### config.mk
export PLATFORM = sky130hd
export DESIGN_NAME = rom_loader_flat
export DESIGN_NICKNAME = d
export VERILOG_FILES = /design/src/rtl/rom_loader_pkg.sv /design/src/rtl/rom_loader_if.sv /design/src/rtl/rom_loader_csum.sv /design/src/rtl/rom_loader.sv /design/src/flat_wrapper.sv
export SDC_FILE = /design/constraint.sdc
export NUM_CORES = 1
export LEC_CHECK = 0
export BUFFER_PORTS_ARGS = -buffer_cell sky130_fd_sc_hd__buf_2
export CAP_MARGIN = 15
export CORE_MARGIN = 2
export CORE_UTILIZATION = 40
export CTS_CLUSTER_DIAMETER = 100
export DETAILED_ROUTE_END_ITERATION = 10
export PLACE_DENSITY = 0.69
export SLEW_MARGIN = 15
export SYNTH_ARGS = -nofsm -noshare
export SYNTH_HDL_FRONTEND = slang
export SYNTH_SLANG_ARGS = --single-unit
### constraint.sdc
create_clock -name clk -period 3.25 [get_ports clk]
set_input_delay 0.1625 -clock clk [delete_from_list [all_inputs] [get_ports clk]]
set_output_delay 0.1625 -clock clk [all_outputs]
set_load 0.01 [all_outputs]
### src/rtl/rom_loader_pkg.sv
// Shared definitions for the ROM loader slice.
// Holds the loader FSM state enumeration, the default ROM address width,
// the maximum load length and a helper that derives the length limit for
// any address width.
package rom_loader_pkg;

  localparam int DEF_ADDR_W = 15;
  localparam int WORD_W     = 16;

  // Largest accepted load length (in words) for the default address width.
  localparam int unsigned MAX_LEN = 32'd1 << DEF_ADDR_W;

  typedef enum logic [2:0] {
    ST_LEN  = 3'd0,
    ST_DATA = 3'd1,
    ST_CSUM = 3'd2,
    ST_RUN  = 3'd3,
    ST_ERR  = 3'd4
  } state_e;

  // Length limit as a 17-bit value so that 2**16 remains representable.
  function automatic logic [16:0] max_len_f(input int unsigned addr_w);
    return 17'(32'd1 << addr_w);
  endfunction

endpackage

### src/rtl/rom_loader_if.sv
// Loader stream and instruction-ROM write bus.
// Signals:
//   in_valid / in_data / in_ready : 16-bit loader stream with valid/ready handshake
//   rom_we / rom_addr / rom_wdata : instruction ROM write port
// Modports:
//   slave  : the loader (consumes the stream, drives the ROM port)
//   master : the environment (produces the stream, observes the ROM port)
interface rom_loader_if
  import rom_loader_pkg::*;
#(
  parameter int ADDR_W = DEF_ADDR_W
);

  logic                in_valid;
  logic [WORD_W-1:0]   in_data;
  logic                in_ready;
  logic                rom_we;
  logic [ADDR_W-1:0]   rom_addr;
  logic [WORD_W-1:0]   rom_wdata;

  modport slave (
    input  in_valid,
    input  in_data,
    output in_ready,
    output rom_we,
    output rom_addr,
    output rom_wdata
  );

  modport master (
    output in_valid,
    output in_data,
    input  in_ready,
    input  rom_we,
    input  rom_addr,
    input  rom_wdata
  );

endinterface

### src/rtl/rom_loader_csum.sv
// Running 16-bit checksum used by the ROM loader.
// Ports:
//   clk, reset : clock and synchronous active-high reset (clears the sum)
//   clr_i      : clear the sum to zero (wins over add_i)
//   add_i      : add data_i into the sum, modulo 2**16
//   data_i     : 16-bit word to accumulate
//   sum_o      : current registered sum
module loader_csum
  import rom_loader_pkg::*;
(
  input  logic              clk,
  input  logic              reset,
  input  logic              clr_i,
  input  logic              add_i,
  input  logic [WORD_W-1:0] data_i,
  output logic [WORD_W-1:0] sum_o
);

  logic [WORD_W-1:0] sum_q;
  logic [WORD_W-1:0] sum_d;

  always_comb begin
    sum_d = sum_q;
    if (clr_i) begin
      sum_d = '0;
    end else if (add_i) begin
      // Natural 16-bit wrap gives the modulo-2**16 sum.
      sum_d = sum_q + data_i;
    end
  end

  always_ff @(posedge clk) begin
    if (reset) begin
      sum_q <= '0;
    end else begin
      sum_q <= sum_d;
    end
  end

  assign sum_o = sum_q;

endmodule

### src/rtl/rom_loader.sv
// Boot ROM loader.
// Accepts a word stream of the form: length N, N data words, checksum.
// Each data word is written to the instruction ROM at consecutive addresses
// starting from 0. The CPU is held in reset until the checksum matches; a
// bad length or bad checksum parks the loader in an error state until
// reload is pulsed.
// Ports:
//   clk, reset : clock and synchronous active-high reset
//   bus        : stream in (in_valid/in_data/in_ready) and ROM write out
//                (rom_we/rom_addr/rom_wdata), slave side
//   reload     : single-cycle request to start a new load (RUN/ERR only)
//   cpu_reset  : 1 holds the CPU at pc 0; low only once a load succeeded
//   busy       : load in progress (LEN, DATA, CSUM)
//   error      : last load failed
// All outputs apart from in_ready are registered.
module rom_loader
  import rom_loader_pkg::*;
#(
  parameter int ADDR_W = DEF_ADDR_W
)(
  input  logic         clk,
  input  logic         reset,
  rom_loader_if.slave  bus,
  input  logic         reload,
  output logic         cpu_reset,
  output logic         busy,
  output logic         error
);

  localparam logic [16:0] MAX_LEN_C = max_len_f(ADDR_W);

  state_e             state_q, state_d;
  logic [16:0]        count_q, count_d;
  logic [ADDR_W-1:0]  addr_q, addr_d;
  logic               rom_we_q, rom_we_d;
  logic [ADDR_W-1:0]  rom_addr_q, rom_addr_d;
  logic [WORD_W-1:0]  rom_wdata_q, rom_wdata_d;
  logic               cpu_reset_q, busy_q, error_q;

  logic               in_ready;
  logic               xfer;
  logic               csum_clr, csum_add;
  logic [WORD_W-1:0]  csum;
  logic [16:0]        len_word;
  logic               last_word;

  // Ready is a pure decode of the current state.
  assign in_ready = (state_q == ST_LEN) || (state_q == ST_DATA) || (state_q == ST_CSUM);
  assign xfer     = bus.in_valid && in_ready;
  assign len_word = {1'b0, bus.in_data};

  // Widened compare so that N = 2**ADDR_W terminates on the last address
  // instead of relying on the address counter wrapping.
  assign last_word = ((17'(addr_q) + 17'd1) == count_q);

  loader_csum u_csum (
    .clk    (clk),
    .reset  (reset),
    .clr_i  (csum_clr),
    .add_i  (csum_add),
    .data_i (bus.in_data),
    .sum_o  (csum)
  );

  always_comb begin
    state_d     = state_q;
    count_d     = count_q;
    addr_d      = addr_q;
    rom_we_d    = 1'b0;
    rom_addr_d  = rom_addr_q;
    rom_wdata_d = rom_wdata_q;
    csum_clr    = 1'b0;
    csum_add    = 1'b0;

    case (state_q)
      ST_LEN: begin
        if (xfer) begin
          count_d  = len_word;
          addr_d   = '0;
          csum_clr = 1'b1;
          if ((len_word == 17'd0) || (len_word > MAX_LEN_C)) begin
            state_d = ST_ERR;
          end else begin
            state_d = ST_DATA;
          end
        end
      end
      ST_DATA: begin
        if (xfer) begin
          rom_we_d    = 1'b1;
          rom_addr_d  = addr_q;
          rom_wdata_d = bus.in_data;
          csum_add    = 1'b1;
          addr_d      = addr_q + 1'b1;
          if (last_word) begin
            state_d = ST_CSUM;
          end
        end
      end
      ST_CSUM: begin
        if (xfer) begin
          state_d = (bus.in_data == csum) ? ST_RUN : ST_ERR;
        end
      end
      ST_RUN, ST_ERR: begin
        if (reload) begin
          state_d = ST_LEN;
        end
      end
      default: begin
        state_d = ST_LEN;
      end
    endcase
  end

  // Status outputs are registered from the next state so they line up
  // with the state register.
  always_ff @(posedge clk) begin
    if (reset) begin
      state_q     <= ST_LEN;
      count_q     <= '0;
      addr_q      <= '0;
      rom_we_q    <= 1'b0;
      rom_addr_q  <= '0;
      rom_wdata_q <= '0;
      cpu_reset_q <= 1'b1;
      busy_q      <= 1'b1;
      error_q     <= 1'b0;
    end else begin
      state_q     <= state_d;
      count_q     <= count_d;
      addr_q      <= addr_d;
      rom_we_q    <= rom_we_d;
      rom_addr_q  <= rom_addr_d;
      rom_wdata_q <= rom_wdata_d;
      cpu_reset_q <= (state_d != ST_RUN);
      busy_q      <= (state_d == ST_LEN) || (state_d == ST_DATA) || (state_d == ST_CSUM);
      error_q     <= (state_d == ST_ERR);
    end
  end

  assign bus.in_ready  = in_ready;
  assign bus.rom_we    = rom_we_q;
  assign bus.rom_addr  = rom_addr_q;
  assign bus.rom_wdata = rom_wdata_q;
  assign cpu_reset     = cpu_reset_q;
  assign busy          = busy_q;
  assign error         = error_q;

endmodule
### src/flat_wrapper.sv
// flat-port wrapper written by rule: the top's interface ports become plain ports
module rom_loader_flat import rom_loader_pkg::*;
#(
  parameter int ADDR_W = DEF_ADDR_W
)
  (clk, reset, reload, cpu_reset, busy, error, bus_in_valid, bus_in_data, bus_in_ready, bus_rom_we, bus_rom_addr, bus_rom_wdata);
  rom_loader_if #(.ADDR_W(ADDR_W)) bus_i ();
  input  logic clk;
  input  logic reset;
  input  logic reload;
  output logic cpu_reset;
  output logic busy;
  output logic error;
  input wire logic [$bits(bus_i.in_valid)-1:0] bus_in_valid;
  input wire logic [$bits(bus_i.in_data)-1:0] bus_in_data;
  output wire logic [$bits(bus_i.in_ready)-1:0] bus_in_ready;
  output wire logic [$bits(bus_i.rom_we)-1:0] bus_rom_we;
  output wire logic [$bits(bus_i.rom_addr)-1:0] bus_rom_addr;
  output wire logic [$bits(bus_i.rom_wdata)-1:0] bus_rom_wdata;
  assign bus_i.in_valid = bus_in_valid;
  assign bus_i.in_data = bus_in_data;
  assign bus_in_ready = bus_i.in_ready;
  assign bus_rom_we = bus_i.rom_we;
  assign bus_rom_addr = bus_i.rom_addr;
  assign bus_rom_wdata = bus_i.rom_wdata;
  rom_loader #(.ADDR_W(ADDR_W)) u_core (.clk(clk), .reset(reset), .bus(bus_i), .reload(reload), .cpu_reset(cpu_reset), .busy(busy), .error(error));
endmodule
==> Word-level counts from Yosys, hierarchy flattened <==
Cells that the tools add are included.
{ "op_classes": {"muxes": 14, "n_lt_le_gt_ge": 1, "n_reduce_logical": 15, "add_sub_neg": 3, "eq_ne": 12} }
{ "op_table": {"columns": ["op", "n"], "rows": [
  ["15-bit 2-to-1 mux", 2],
  ["15-bit case mux with 2 select lines", 1],
  ["3-bit 2-to-1 mux", 7],
  ["17-bit by 16-bit equality test with 1-bit output", 1],
  ["17-bit logical NOT", 1],
  ["15-bit by 1-bit adder with 16-bit output, second input constant", 1],
  ["16-bit adder", 1],
  ["16-bit equality test", 1],
  ["16-bit greater-than comparator, second input constant", 1],
  ["15-bit by 1-bit adder with 15-bit output, second input constant", 1],
  ["3-bit case mux with 4 select lines", 1],
  ["3-bit by 2-bit equality test with 1-bit output, second input constant", 3],
  ["3-bit by 1-bit equality test with 1-bit output, second input constant", 2],
  ["3-bit equality test, second input constant", 2],
  ["3-bit logical NOT", 2],
  ["1-bit logical OR", 5],
  ["2-bit by 1-bit inequality test with 1-bit output, second input constant", 2],
  ["2-bit AND reduction", 2],
  ["2-bit OR reduction", 2],
  ["1-bit 2-to-1 mux", 3],
  ["3-bit by 2-bit inequality test with 1-bit output, second input constant", 1],
  ["3-bit AND reduction", 1],
  ["2-bit nonzero test", 1],
  ["1-bit logical AND", 1]
]} }
{ "word_totals": {"inputBits": 20, "elab_cells": 55, "regBits": 85, "output_inout_bits": 36} }

==> Longest topological paths before layout <==
{ "logic_depth": {"depth_word": 9, "depth_mapped": 10} }

==> Modules after synthesis <==
Synthesis repeated with hierarchy kept, for this count alone.
{ "unflattened": {"hier_cells": 581, "area_unflattened_um2": 4663.2} }
{ "modules_own_cells": {"columns": ["module", "seq_area_each_um2", "cells_per_inst", "area_per_inst_um2", "instances"], "rows": [
  ["rom_loader", 1381.3, 427, 3333.2, 1],
  ["loader_csum", 320.3, 154, 1330.0, 1]
]} }

==> Least setup slack after synthesis <==
Ideal clock, no wire load.
{ "synth_path": {"kind": "reg-to-reg", "start": "reg u_core.u_csum.sum_q[0] (netlist: u_core.u_csum.sum_o[0])", "end": "reg u_core.u_csum.sum_q[14] (netlist: u_core.u_csum.sum_o[14])", "slack_ns": 1.080, "period_less_slack_ns": 2.170, "stages_incl_launch_ff": 11, "t_arrival_ns": 2.051, "n_path_buf": 0, "setup_ns": 0.119, "t_required_ns": 3.131, "path_cell_list": "dfxtp_1 > ha_1 > inv_1 > fa_1 > nor2b_4 > o31a_1 > o311a_4 > o41ai_4 > o21ai_0 > xnor2_1 > o21ai_1"} }
{ "synth_via": {"elab_chain_len": 1} }
{ "synth_rtl": {"columns": ["element", "line", "text"], "rows": [
  ["from (decl)", "rom_loader_csum.sv:19", "logic [WORD_W-1:0] sum_q;"],
  ["from (signal assigned)", "rom_loader_csum.sv:36", "sum_q <= sum_d;"],
  ["16-bit adder", "rom_loader_csum.sv:28", "sum_d = sum_q + data_i;"]
]} }
No other way between the ends.
A chain may end at the register's enable or synchronous reset.

==> Worst setup path in the final report <==
{ "layout_path": {"start": "reg u_core.addr_q[0]", "end": "reg u_core.state_q[0]"} }
{ "layout_via": {"elab_chain_len": 5} }
{ "layout_rtl": {"columns": ["element", "line", "text"], "rows": [
  ["from (decl)", "rom_loader.sv:34", "logic [ADDR_W-1:0] addr_q, addr_d;"],
  ["from (signal assigned)", "rom_loader.sv:132", "addr_q <= addr_d;"],
  ["15-bit by 1-bit adder with 16-bit output", "rom_loader.sv:54", "assign last_word = ((17'(addr_q) + 17'd1) == count_q);"],
  ["17-bit by 16-bit equality test with 1-bit output", "rom_loader.sv:54", null],
  ["3-bit 2-to-1 mux", "rom_loader.sv:95", "if (last_word) begin"],
  ["3-bit 2-to-1 mux", "rom_loader.sv:89", "if (xfer) begin"],
  ["3-bit case mux with 4 select lines", "rom_loader.sv:75", "case (state_q)"],
  ["to (signal assigned)", "rom_loader.sv:130", "state_q <= state_d;"],
  ["to (decl)", "rom_loader.sv:32", "state_e state_q, state_d;"]
]} }
No other way between the ends.

==> metrics.md <==
| Metric | Value |
|---|---|
| Status | `finished, final reports clean` |
| CTS H-tree lvls | `3` |
| DP Area | `4880 um2` |
| Post-place setup slack | `slightly below 900 ps` |
| Least-Margin Pin Slew | `908 ps` |
| Setup slack, reg-to-reg | `830 ps` |
| TritonCTS sink count | `85` |
| Core area | `11300 um2` |
| Tmin final | `2420 ps` |
| Final WL | `12.2 mm` |
| GR Overflow Total | `0` |
| Setup TNS | `0 ps` |
| WP data required | `3470 ps` |
| Hold path depth | `3` |
| Final setup fails | `0` |
| Startpoint types | `flop` |
| CP arrival | `2640 ps` |
| Final Util | `46.1%` |
| CP Capture Type | `flop` |
| Port bufs | `55` |
| Cell Count, Final, Fillers Out | `around 760` |
| Initial DRC count | `approximately 220` |
| Synth top area cells | `dfxtp_1 (37%), nand2_1 (11%), a21oi_1 (8.3%), ha_1 (4.4%), xnor2_1 (3.5%)` |
| Tcrit/Tclk final | `74.4%` |
| First-pass GRT wire length | `19.7 mm` |
| Vias/cell | `5.60` |
| I/O pin cnt | `between 50 and 60` |
| WL/cell | `roughly 16 um` |
| Hold WS | `~79 ps` |
| Post-synthesis async set-or-reset flop share | `0%` |
| DRC Markers | `0` |
| Synth cell types | `67` |
| Worst hold path class | `in -> reg` |
| Nets | `651` |
| Maximum clock insertion buffer count | `2` |
| Pin count of the biggest net entering global routing | `just over 60` |
| Number of synthesized register bits | `85` |
| Yosys top cell area share | `37.3%` |
| Root Buffer | `clkbuf_16` |
| RSZ-0062 raised after global routing | `no` |
| First-pass DRT Iterations | `5` |
| GRT Util Overall | `19.9%` |
| Vias | `roughly 4300` |
| TritonCTS Buffers | `9` |
| WS Path Type | `reg -> reg` |
| Worst VDD drop | `between 0.2 and 0.25 mV` |
| Final Hold Fails | `0` |
| Die Span X | `111 um` |
| Post-CTS Setup Bufs | `0` |
| Post-synth top flop | `dfxtp_1` |
| Cell area after synthesis | `4570 um2` |
| Synthesis-to-finish area growth | `13.7%` |
| Leak | `approximately 2 nW` |
| Pwr dens | `489 nW/um2` |
| Routed Antenna Nets | `0` |
| Seq/Total Area, Yosys | `37.3%` |
| Slew margin rel. | `39.3%` |
| Syn nets | `~620` |
| Hold endpoint | `u_core.count_q[12]$_SDFFE_PP0P_` |
| Initial Utilization | `40.5%` |
| Final max-slew violation count | `0` |
| Worst R2R Path Depth | `8` |
| Share of cells above drive strength 1 | `15.0%` |
| CTS resizes | `0` |
| Placed insts | `746` |
| Die Span Y | `between 100 and 150 um` |
| Largest area contributor in the netlist | `dfxtp_1` |
| Vias in the first global route | `roughly 4000` |
| Die Area | `12300 um2` |
| CTS tree | `yes` |
| Number of flops mapped to enable cells by yosys | `0` |
| Post-synthesis cell count | `582` |
| Final instance area | `~5200 um2` |
| Synth Warn # | `0` |
| Detailed placement HPWL | `8.50 mm` |
| Cts hold-fix bufs | `0` |
| Initial antenna violation count | `0` |
| Avg Cell Area, Syn | `7.84 um2` |
| Hold Crit Start | `bus_in_data[12]` |
| Routability congestion estimate | `0.929` |
| Max-Cap Viols | `0` |
| Total power | `2.54 mW` |
| Fmax | `between 400 and 500 MHz` |
| Crit path max fanout | `9` |
| Reg2Reg Launch Point | `u_core.addr_q[0]$_SDFFE_PP0P_` |
| Final WS setup | `833 ps` |
| N_diodes | `0` |
| Reg clk slew, reported paths | `80 ps` |
| Worst-Skew Late Latency | `roughly 360 ps` |
| RR Endpoint | `u_core.state_q[0]$_SDFF_PP0_` |
| Cell Rows | `39` |
| Worst Skew | `7.96 ps` |
## where the power goes
part           switching [mW]  total (mW)  internal, mW  leakage (nW)
logic                   0.218       0.343         0.125          1.22
registers              0.0415        1.12          1.08         0.689
clock network           0.519        1.07         0.552         0.151
## worst max-delay path, stage by stage, from the launching register on
cell      delay [ps]
dfxtp_1          550
ha_1             350
and3_1           340
nand2_1          160
nor3_2           190
xnor2_1          150
nand4_1          110
and4bb_1         340
o32ai_2           90
## worst max path at each step
stage          slack, ps                              endpoint                                 start
2_1_floorplan       1080  u_core.u_csum.sum_o[14]$_SDFFE_PP0P_   u_core.u_csum.sum_o[0]$_SDFFE_PP0P_
3_3_place_gp         940  u_core.u_csum.sum_o[14]$_SDFFE_PP0P_                        bus_in_data[0]
3_5_place_dp         870                u_core.busy$_SDFF_PP1_                       bus_in_data[10]
4_1_cts              860                u_core.busy$_SDFF_PP1_  u_core.u_csum.sum_o[10]$_SDFFE_PP0P_
5_1_grt              650          u_core.state_q[1]$_SDFF_PP0_         u_core.addr_q[0]$_SDFFE_PP0P_
6_report             830          u_core.state_q[0]$_SDFF_PP0_         u_core.addr_q[0]$_SDFFE_PP0P_
## placed cells by master (no fill, tap or decap), drive strengths merged, types with 2 or more instances in the layout
| cell | count |
|---|---|
| nand2 | 131 |
| dfxtp | 85 |
| a21oi | 77 |
| buf | 59 |
| nor2 | 30 |
| o21ai | 30 |
| nand3 | 19 |
| xnor2 | 18 |
| inv | 17 |
| ha | 16 |
| xor2 | 15 |
| nor3 | 13 |
| nand4 | 10 |
| clkbuf | 9 |
| o31ai | 9 |
| nor4 | 8 |
| a211oi | 6 |
| a21o | 4 |
| nor3b | 4 |
| nor2b | 4 |
| nand2b | 3 |
| and2 | 3 |
| or3 | 3 |
| and4 | 3 |
| and3 | 3 |
| nand3b | 3 |
| clkinv | 3 |
| o21a | 2 |
| o22ai | 2 |
| mux2i | 2 |
| a2111oi | 2 |
| o311ai | 2 |
| a22oi | 2 |
## logic make-up (layout without fill, tap and decap cells)
kind of cell             Yosys count  in the layout  share of synthesized area, %
XOR/XNOR                          33             33                          6.33
AO/OA/AOI/OAI                    152            152                          20.9
flip-flops                        85             85                          37.3
adder cells (fa/ha/maj)           17             17                          4.82
buffers and inverters             51             88                          4.80
AND/OR/NAND/NOR                  241            241                          25.2
multiplexers                       3              3                         0.685
## per-layer routing
metal | GRT usage (%) | up-vias | part of all wire [%]
li1 | - | 2100 | -
met5 | 0 | - | 0
met1 | 24.7 | 1994 | 44
met2 | 32.5 | 149 | 47
met3 | 4.37 | 23 | 6.5
met4 | 9.83 | 0 | 2.7
## area by class of cell
type,count,area (um2)
fill,1147,6080
multi-input combinational,446,2650
inverter,13,48.8
timing repair buffer,59,305
sequential,85,1700
tap,143,179
clock inverter,7,86.3
clock buffer,9,225
## cell usage after synthesis, types with 2 or more instances
cell type  number
a21o_1          4
nand4_4         2
nand2b_1        3
nor3_1         12
and3_1          3
nand3_1        19
o31ai_1         8
nand4_1         8
nand3b_1        3
o21ai_1         2
a2111oi_0       2
ha_1           16
buf_4           4
o21ai_0        28
buf_2           9
inv_1          12
a211oi_1        6
dfxtp_1        85
nor4_1          7
nor2b_1         3
and2_1          3
a21oi_1        76
clkbuf_1       24
o22ai_1         2
nor2_1         29
nor3b_1         4
or3_1           3
xor2_1         15
nand2_1       131
and4_1          3
mux2i_1         2
o21a_1          2
xnor2_1        18
## state kept, by name (all words and copies together) (netlist names)
name,count
u_core.busy,1
u_core.count_q,16
u_core.cpu_reset,1
u_core.bus.rom_wdata,16
u_core.bus.rom_addr,15
u_core.bus.rom_we,1
u_core.error,1
u_core.state_q,3
u_core.addr_q,15
u_core.u_csum.sum_o,16
Note: power is estimated with default switching activity, not from simulation.
